## config.mk

```make
export PLATFORM = sky130hd
export DESIGN_NAME = encoder_8to3_hs
export DESIGN_NICKNAME = d
export VERILOG_FILES = /design/src/rtl/encoder_8to3_hs.sv
export SDC_FILE = /design/constraint.sdc
export NUM_CORES = 1
export LEC_CHECK = 0
export ABC_AREA = 1
export CORE_MARGIN = 1
export CORE_UTILIZATION = 65
export CTS_BUF_LIST = sky130_fd_sc_hd__clkbuf_2 sky130_fd_sc_hd__clkbuf_4 sky130_fd_sc_hd__clkbuf_8
export DETAILED_ROUTE_END_ITERATION = 6
export DONT_BUFFER_PORTS = 1
export HOLD_SLACK_MARGIN = 0.06
export PLACE_DENSITY = 0.81
export SLEW_MARGIN = 15
export SYNTH_ARGS = -nofsm -noshare
export SYNTH_HDL_FRONTEND = slang
export SYNTH_SLANG_ARGS = --single-unit
```

## constraint.sdc

```tcl
create_clock -name clk -period 4.95 [get_ports clk]
set_clock_uncertainty 0.1 [all_clocks]
set_input_delay 0.495 -clock clk [delete_from_list [all_inputs] [get_ports clk]]
set_output_delay 0.495 -clock clk [all_outputs]
set_load 0.01 [all_outputs]
```

## src/rtl/encoder_8to3_hs.sv

```systemverilog
// Registered 8-to-3 priority encoder with a handshake: captures one active-low request,
// holds the code until acknowledged, then waits for all request lines to release.
module encoder_8to3_hs (
  input  logic       clk,
  input  logic       rst_n,
  input  logic       G,
  input  logic [7:0] req_n,
  input  logic       ack,
  output logic       C,
  output logic       B,
  output logic       A,
  output logic       valid,
  output logic       multi,
  output logic [7:0] count
);

  typedef enum logic [1:0] {IDLE, HOLD, RELEASE} state_t;

  state_t     state_q, state_d;
  logic [7:0] req_q;
  logic [2:0] code_q, code_d;
  logic       valid_q, valid_d;
  logic       multi_q, multi_d;
  logic [7:0] count_q, count_d;
  logic [2:0] prioCode;
  logic [3:0] lowCount;
  logic       manyReq;

  // Ascending scan so the highest low bit (lowest code) is assigned last and wins.
  always_comb begin
    prioCode = 3'd0;
    lowCount = 4'd0;
    for (int i = 0; i < 8; i++) begin
      if (!req_q[i]) begin
        prioCode = 3'(7 - i);
        lowCount = lowCount + 4'd1;
      end
    end
    manyReq = (lowCount > 4'd1);
  end

  always_ff @(posedge clk or negedge rst_n) begin
    if (!rst_n) begin
      state_q <= IDLE;
      req_q   <= 8'hFF;
    end else begin
      state_q <= state_d;
      req_q   <= req_n;
    end
  end

  always_comb begin
    state_d = state_q;
    if (G) begin
      state_d = IDLE;
    end else begin
      unique case (state_q)
        IDLE:    if (req_q != 8'hFF) state_d = HOLD;
        HOLD:    if (ack) state_d = RELEASE;
        RELEASE: if (req_q == 8'hFF) state_d = IDLE;
        default: state_d = IDLE;
      endcase
    end
  end

  // An abort via G wins over an acknowledge, so the count only moves on a clean HOLD exit.
  always_comb begin
    code_d  = code_q;
    valid_d = valid_q;
    multi_d = multi_q;
    count_d = count_q;
    if (G) begin
      valid_d = 1'b0;
      multi_d = 1'b0;
    end else if (state_q == IDLE && req_q != 8'hFF) begin
      code_d  = prioCode;
      valid_d = 1'b1;
      multi_d = manyReq;
    end else if (state_q == HOLD && ack) begin
      valid_d = 1'b0;
      multi_d = 1'b0;
      count_d = count_q + 8'd1;
    end
  end

  always_ff @(posedge clk or negedge rst_n) begin
    if (!rst_n) begin
      code_q  <= 3'b000;
      valid_q <= 1'b0;
      multi_q <= 1'b0;
      count_q <= 8'h00;
    end else begin
      code_q  <= code_d;
      valid_q <= valid_d;
      multi_q <= multi_d;
      count_q <= count_d;
    end
  end

  assign {C, B, A} = code_q;
  assign valid     = valid_q;
  assign multi     = multi_q;
  assign count     = count_q;

endmodule

```

==> out/qor.yml <==
clock_sinks: 23
crit_family: "simple AND/OR/NAND/NOR gates"
yosysUniqueCellTypes: 33
vdd_drop_max_uv: 415.3
fmax_mhz: 232.8
setup_violations: 0
final_cell_mix: "44 x nand2_1, 25 x inv_1, 19 x nand3_1"
drtPass1Iterations: 6
setup_ws_ns: 0.6548
drt_iter0_drc: 20
ios: 25
syn_area_per_cell_um2: 8.004
ys_warn_count: 0
core_um2: 2455
p_sw_share_pct: 40.60
drive_above_1_share_pct: 24.20
h-tree-depth: 1
routed_wl_um: 3627
p_per_area_nw_per_um2: 306.0
slowest_delay_ns: 0.58
grt_start_max_net_pins: 24
cts_max_path_buffers: 2
cp_num_cells: 23
hold_slack_ns: 0.1513
seq_power_share_pct: 50.4
fin_tns_setup_ns: 0
hpwl_um: 2597
holdPathStages: 1
cts_buffers: 3
initial_core_util_pct: 68.14
cts_tree: "done"
die-area_um2: 2780
syn_inst: 209
rsz0062_at_grt: "false"
pwr-share-clk_pct: 15.4
tightest_slew_ns: 0.9605
dr_total_vias: 1429
syn_area_um2: 1673
clkLatencyLatePin_ns: 0.32
fin_util_pct: 73.50
grt_antenna_before_repair: 0
syn_to_final_growth_pct: 7.853
comb_power_share_pct: 34.1
max_slew_margin_pct: 35.75
leakage_uw: 0.0009254
cp.arrival_ns: 4.42
synth_edf_count: 0
ctsResizeCount: 0
finalCriticalPeriod_ns: 4.295
clk_pin_slew_ns: 0.13
slew_viol_final: 0
status: "finished, final reports clean"
die_x_um: 52.73
synth_fp_nets: 232
crit_chain: "inv_1 > ha_1 > inv_1 > nand2_1 > nand2_2 > xor2_1 > o21ai_0 > ha_1 > or2_2 > nand2_2 > nor2_4 > o31ai_1 > ha_1 > or2_2 > nand2_1 > inv_1 > ha_1 > nand2_1 > nand2_1 > a21oi_2 > nand3_1 > nand2_1 > nand2_1"
fp.dieH_um: 52.73
ant_nets: 0
pre_cts_ws_ns: 0.7585
p_switching_uw: 224.1
crit_type: "reg2reg"
cts_setup_buffers: 0
finalHoldViolations: 0
worst_path_max_delay_cell: "dfstp_2"
cp-end-kind: "register"
hold_class: "in2reg"
drv_cap: 0
overflow: 0
root_buffer: "clkbuf_4"
grt_pass1_wl_um: 5216
crit_required_ns: 5.07
globalRouteTotalUtil_pct: 25.98
via_per_inst: 5.739
place_congestion: 0.8323
seq_area_frac_synth_pct: 35.00
holdBufCountCts: 3
async_flop_share_pct: 100.0
io_buffer_count: 0
finish.net_count: 243
grt_pass1_vias: 1336
row_count: 18
reg2reg_depth: 23
layout_commonest_cell: "nand2_1"
drc: 0
wl_per_cell_um: 14.57
critPathMostFrequentCell: "nand2_1"
synth-seq-cells: 23
intPower_uw: 327.9
path_buf_inv: 3
synth-main-ff-cell: "dfrtp_1"
fin_crit_sh_pct: 86.77
fillCellCount: 169
crit_path_max_fanout: 4
n_antenna_cell: 0
critPathLaunchType: "register"
r2r_slack_ns: 0.65
## registers in the layout (all words and copies together) (netlist names)
signal   cells
multi        1
valid        1
code_q       3
req_q        8
state_q      2
count        8
## routing by layer
layer	track usage, %	wire length [µm]	vias to the layer above
met1	26.90	1445	701
met2	50.84	1964	28
met5	0	0	-
met4	10.53	62	0
li1	-	-	694
met3	3.768	153	6
## power by group through the flow
stage | combinational (µW) | sequential [µW] | clock, µW
after global routing | 208 | 284 | 91.0
after CTS | 170 | 275 | 85.7
final | 188 | 278 | 85.3
after detailed placement | 164 | 278 | 0
after floorplan | 143 | 266 | 0
after global placement | 153 | 276 | 0
## synth_stat cells, types with 2 or more instances
cell     number  area (µm²)
nor3_1        3       15.01
nand2_2      15       93.84
inv_1        25       93.84
nor2_2        2       12.51
nand2_4       5       56.30
dfstp_2       8       210.2
o31ai_1       2       15.01
ha_1         11       137.6
xor2_1        7       61.31
inv_2         5       18.77
a21oi_1       5       25.02
nand3_1      19       95.09
o21ai_0       4       20.02
o41ai_1       2       17.52
a31oi_1       2       12.51
nand2_1      44       165.2
dfrtp_1      15       375.4
nand3_2       6       60.06
nor2_1       11       41.29
or2_2         3       18.77
nor2_4        3       33.78
## area by class of cell
cell class	count	area, µm²	area share (%)
multi-input combinational	153	950.9	52.70
sequential	23	585.6	32.45
inverter	30	112.6	6.241
timing repair buffer	9	90.09	4.993
tap	30	37.54	2.080
clock buffer	3	22.52	1.248
clock inverter	1	5.005	0.2774
## per-stage QoR
step	instance area [µm²]	total power [µW]	std cells
after floorplan	1673	408.9	209
after global routing	1804	583.5	249
final	1804	552.0	249
after CTS	1744	530.9	243
after global placement	1687	429.0	236
after detailed placement	1687	442.5	236
## final timing paths
kind                             from          to
setup / recovery             req_q[0]       multi
hold / removal                      G  state_q[1]
setup reg to reg             req_q[0]       multi
hold reg to reg            state_q[0]  state_q[1]
max in group asynchronous       rst_n    count[5]
min in group asynchronous       rst_n       multi
## cell families after synthesis
| logic type | Yosys count | share of synthesized area (%) |
|---|---|---|
| flip-flops | 23 | 35.00 |
| adder cells (fa/ha/maj) | 11 | 8.227 |
| AO/OA/AOI/OAI | 19 | 7.255 |
| AND/OR/NAND/NOR | 114 | 36.50 |
| multiplexers | 1 | 0.6731 |
| buffers and inverters | 33 | 8.153 |
| XOR/XNOR | 8 | 4.189 |
Note: power is estimated with default switching activity, not from simulation.
==> RTL change 1: new RTL, same settings <==
Re-encode `state_t` (3 states) as one-hot, 3 bits wide.
--- a/src/rtl/encoder_8to3_hs.sv
+++ b/src/rtl/encoder_8to3_hs.sv
@@ -15,5 +15,5 @@
 );
 
-  typedef enum logic [1:0] {IDLE, HOLD, RELEASE} state_t;
+  typedef enum logic [2:0] {IDLE = 3'b001, HOLD = 3'b010, RELEASE = 3'b100} state_t;
 
   state_t     state_q, state_d;
Formal check against the unedited RTL: no difference found for any inputs over 10 cycles, from zero or initial values and one cycle with rst_n low; not proved beyond that.
==> RTL change 1 against the unedited design <==
Highest routed layer unchanged. Cell count grew 4.8%. Sequential cell count is 1 higher. Wire length decreased by 3.0%. Design area is 0.49% higher. Area after synthesis down 0.45%. Total power rose by 1.2%. Worst setup slack better by 0.49 ns.
==> RTL change 1: results (changes against the unedited design) <==
| Group | Item | This run | vs unedited |
|---|---|---|---|
| run status | Run status | complete, no violations |  |
| power | Switching pwr | 0.211 mW | -5.6% |
| grt | Pin count of the biggest net entering global routing | 25 | +4.2% |
| placement | Post-Place Setup Slack | 1.17 ns | +0.413 ns |
| synth | Arithmetic-cell share of the synthesized area counting full adders, half adders and majority gates | 8.26% | +0.037 points |
| grt | GR Layer Usage met1 | 33.1% | +6.2 points |
| synth | Xor-xnor portion of the synthesized cell area | 4.21% | +0.019 points |
| power | Total power of the final layout | 0.558 mW | +1.2% |
| synth | Cells taking the most area after synthesis | sky130_fd_sc_hd__dfrtp_1 (23%), sky130_fd_sc_hd__nand2_1 (15%), sky130_fd_sc_hd__dfstp_2 (14%) |  |
| synth | Compound-cell area share of the yosys netlist | 5.94% | -1.3 points |
| power | Largest vdd supply drop | 0.280 mV | -32% |
| layout | Non-clock buffering overhead | 5.24% | +0.25 points |
| hold path | Endpoint of the worst hold path | multi |  |
| drt | Detailed router's first-iteration violation count | 36 | +80% |
| drt | Router iterations before antenna repair | 4 | -2 |
| power | Leakage power | 0.973 nW | +5.1% |
| drt | Met3 layer wire length in the routed design | 177 um | +16% |
| layout | Area of all sequential standard cells | 612 sq um | +4.5% |
| grt | Met3 Resource Use GR | 6.38% | +2.6 points |
| placement | HPWL after detailed placement | 2680 um | +3.4% |
| floorplan | Number of well taps | 28 | -6.7% |
| layout | Comb_multi_in | 165 | +7.8% |
| layout | Proportion of layout cells with a drive suffix above 1 | 14.6% | -9.6 points |
| timing | Hold Worst Slack | 0.242 ns | +0.0906 ns |
| layout | Sequential cell count | 24 | +4.3% |
| drt | Post-detailed-route wirelength per cell | 13.5 um | -7.4% |
| layout | Finished Layout Cells | 261 | +4.8% |
| hold path | Cell depth of the worst hold path | 3 | +2 |
| synth | Post-synth top cells | sky130_fd_sc_hd__nand2_1 (67), sky130_fd_sc_hd__nand3_1 (27), sky130_fd_sc_hd__inv_1 (25) |  |
| grt | Global-route wire length before repair | 5750 um | +10% |
| drt | Vias | 1464 | +2.4% |
| critical path | Cell type group with the largest total delay on the critical path | adder cells |  |
| drt | Met2 wire length | 1720 um | -12% |
| layout | # clk buffers | 4 | +1 |
| clock network | Post-cts hold buffer count | 9 | +6 |
==> RTL change 1: cell types whose count changed after synthesis, moves of 2 or more <==
| cell | unedited run | this run |
|---|---|---|
| sky130_fd_sc_hd__a21oi_1 | 5 | 3 |
| sky130_fd_sc_hd__nand2_1 | 44 | 67 |
| sky130_fd_sc_hd__nand2_2 | 15 | 5 |
| sky130_fd_sc_hd__nand2_4 | 5 | 0 |
| sky130_fd_sc_hd__nand3_1 | 19 | 27 |
| sky130_fd_sc_hd__nand3_2 | 6 | 0 |
| sky130_fd_sc_hd__nor2_1 | 11 | 19 |
| sky130_fd_sc_hd__nor2_4 | 3 | 1 |
| sky130_fd_sc_hd__nor3_1 | 3 | 1 |
| sky130_fd_sc_hd__nor3_2 | 0 | 2 |
| sky130_fd_sc_hd__o41ai_1 | 2 | 0 |
==> RTL change 2: new RTL, same settings <==
Made on the original files. Reset style: synchronous (`rst_n`), changed in 2 clocked blocks.
--- a/src/rtl/encoder_8to3_hs.sv
+++ b/src/rtl/encoder_8to3_hs.sv
@@ -40,5 +40,5 @@
   end
 
-  always_ff @(posedge clk or negedge rst_n) begin
+  always_ff @(posedge clk) begin
     if (!rst_n) begin
       state_q <= IDLE;
@@ -84,5 +84,5 @@
   end
 
-  always_ff @(posedge clk or negedge rst_n) begin
+  always_ff @(posedge clk) begin
     if (!rst_n) begin
       code_q  <= 3'b000;
Check against the original RTL: differs if rst_n is asserted again (counterexample within 4 cycles, from zero or initial values and one cycle with rst_n low); with rst_n held inactive, the same outputs for 10 cycles.
==> RTL change 2 against the unedited design <==
First-iteration DRC count increased by 25%. Global-route usage is 0.34 points lower. Largest cell class unchanged. Worst setup slack gained 0.26 ns. Core utilization fell by 2.2 points. Design area down 13%. Area after synthesis decreased by 9.9%. Sequential cell count did not move. Critical path depth fell by 2. Non-clock buffer count decreased by 9. Wire length fell by 20%.
Power is not compared: it rests on default switching activity, and its combinational part moved more than twofold at a synthesized area within 25%.
==> RTL change 2: results (changes against the unedited design) <==
| Group | Item | This run | vs unedited |
|---|---|---|---|
| grt | Global-route wire length before repair | 4930 um | -5.4% |
| placement | Weighted congestion reported at the end of routability-driven placement | 0.794 | -4.6% |
| drt | Post-DRT Antenna Nets | 0 | unchanged |
| drt | Router iterations before antenna repair | 4 | -2 |
| hold path | Cell depth of the worst hold path | 1 | unchanged |
| run status | Run status | complete, no violations |  |
| synth | Cells taking the most area after synthesis | sky130_fd_sc_hd__dfxtp_1 (31%), sky130_fd_sc_hd__nand2_1 (10%), sky130_fd_sc_hd__ha_1 (9.1%) |  |
| layout | Number of nets in the final layout | 249 | +2.5% |
| drt | Met2 wire length | 1440 um | -27% |
| clock network | Buffer count from post-CTS setup fixing | 0 | unchanged |
| critical path | Cell type group with the largest total delay on the critical path | simple AND/OR/NAND/NOR gates |  |
| synth | Most used DFF post-synth | sky130_fd_sc_hd__dfxtp_1 |  |
| critical path | Crit path DAT | 4.16 ns | -0.26 ns |
| grt | Pin count of the biggest net entering global routing | 15 | -38% |
| critical path | Slowest cell on the critical path | sky130_fd_sc_hd__dfxtp_1 |  |
| layout | Antenna diode count | 0 | unchanged |
| clock network | Clock slew at reported path FFs | 0.12 ns |  |
| drt | Via density | 5.51 | -4.0% |
| drt | Met3 layer wire length in the routed design | 95 um | -38% |
| layout | Number of filler instances in the final layout | 195 | +15% |
| grt | Total routing usage reported by global routing | 25.6% | -0.34 points |
| clock network | Number of gates given a new drive strength after cts | 0 | unchanged |
| synth | Proportion of register bits with asynchronous set or reset after synthesis | 0% | -100 points |
| drt | Post-detailed-route wirelength per cell | 11.5 um | -21% |
| timing | Actual slew at the worst max-slew pin | 0.370 ns | -0.591 ns |
| power | Largest vdd supply drop | 0.190 mV |  |
| synth | Number of different library cells in the post-synthesis netlist | 26 | -21% |
| placement | HPWL after detailed placement | 2400 um | -7.7% |
| synth | Post-synth top cells | sky130_fd_sc_hd__nand2_1 (40), sky130_fd_sc_hd__inv_1 (32), sky130_fd_sc_hd__nand3_1 (24) |  |
| critical path | Biggest cell delay along the critical path | 0.40 ns | -0.18 ns |
| placement | Port Buffer Count | 0 | unchanged |
| synth | Syn_area_per_cell | 6.76 sq um | -16% |
| grt | Via count of the first global-routing pass | 1260 | -5.7% |
| clock network | Buffer cell driving the clock tree root | sky130_fd_sc_hd__clkbuf_4 |  |
| floorplan | Effective utilization at floorplan | 68.8% | +0.62 points |
| layout | Multi-input gate area in the final layout | 906 sq um | -4.7% |
| placement | Post-Place Setup Slack | 0.923 ns | +0.165 ns |
| power | Internal portion of total power | 0.266 mW |  |
| clock network | Maximum buffer depth of the clock tree | 2 | unchanged |
| synth | Sequential area share after synthesis | 30.6% | -4.4 points |
| drt | Vias | 1394 | -2.4% |
| layout | Proportion of layout cells with a drive suffix above 1 | 15.1% | -9.1 points |
| critical path | Depth of the worst register-to-register path | 21 | -8.7% |
| drt | Detailed router's first-iteration violation count | 25 | +25% |
| drt | Wire length the detailed router placed on met1 | 1330 um | -7.8% |
| power | Leakage power | 0.762 nW |  |
## RTL change 2: changes by cell type after synthesis, sizes merged, moves of 3 or more
cell / before / now
a21oi: 6 / 15
xor2: 7 / 0
o21ai: 5 / 11
nor3: 3 / 6
dfxtp: 0 / 23
inv: 30 / 35
dfrtp: 15 / 0
nand2: 64 / 52
dfstp: 8 / 0
or2: 4 / 10
## RTL change 2: layout make-up
type / instances / share of cell area (%)
Sequential cell: 23 / 29.5
Tap cell: 28 / 2.24
Clock buffer: 4 / 1.92
Inverter: 35 / 8.41
Multi-Input combinational cell: 163 / 58.0
## RTL change 2: final timing paths
check                   from          to  slack (ns)
setup / recovery    req_q[1]       multi        0.92
hold / removal      req_n[3]    req_q[3]        0.17
setup reg to reg    req_q[1]       multi        0.92
hold reg to reg   state_q[0]  state_q[0]        0.41
## RTL change 2: stage by stage
stage | instance area, sq um | power [mW]
5_1_grt | 1560 | 0.413
2_1_floorplan | 1510 | 0.282
3_3_place_gp | 1530 | 0.294
3_5_place_dp | 1530 | 0.300
6_report | 1560 | 0.390
4_1_cts | 1560 | 0.390
## RTL change 2: worst register-to-register path: cells and delay by family, from the launching register on
kind	cells	cell delay, ns
xor+xnor	2	0.24
flops	1	0.40
fa+ha+maj	4	1.15
simple gates	7	1.16
buf+inv	3	0.21
compound gates	5	0.67
## RTL change 2: layer usage
layer	GRT usage, %	vias up
met2	46.7	24
li1	-	725
met5	0	-
met4	8.57	0
met1	29.3	640
met3	5.15	5
## RTL change 2: cells by family (layout without fill, tap and decap cells)
family / after synthesis / in the layout / share of synthesized area, %
xor+xnor: 2 / 2 / 1.16
compound gates: 32 / 32 / 11.8
fa+ha+maj: 11 / 11 / 9.14
simple gates: 118 / 118 / 38.0
buf+inv: 37 / 39 / 9.30
flops: 23 / 23 / 30.6
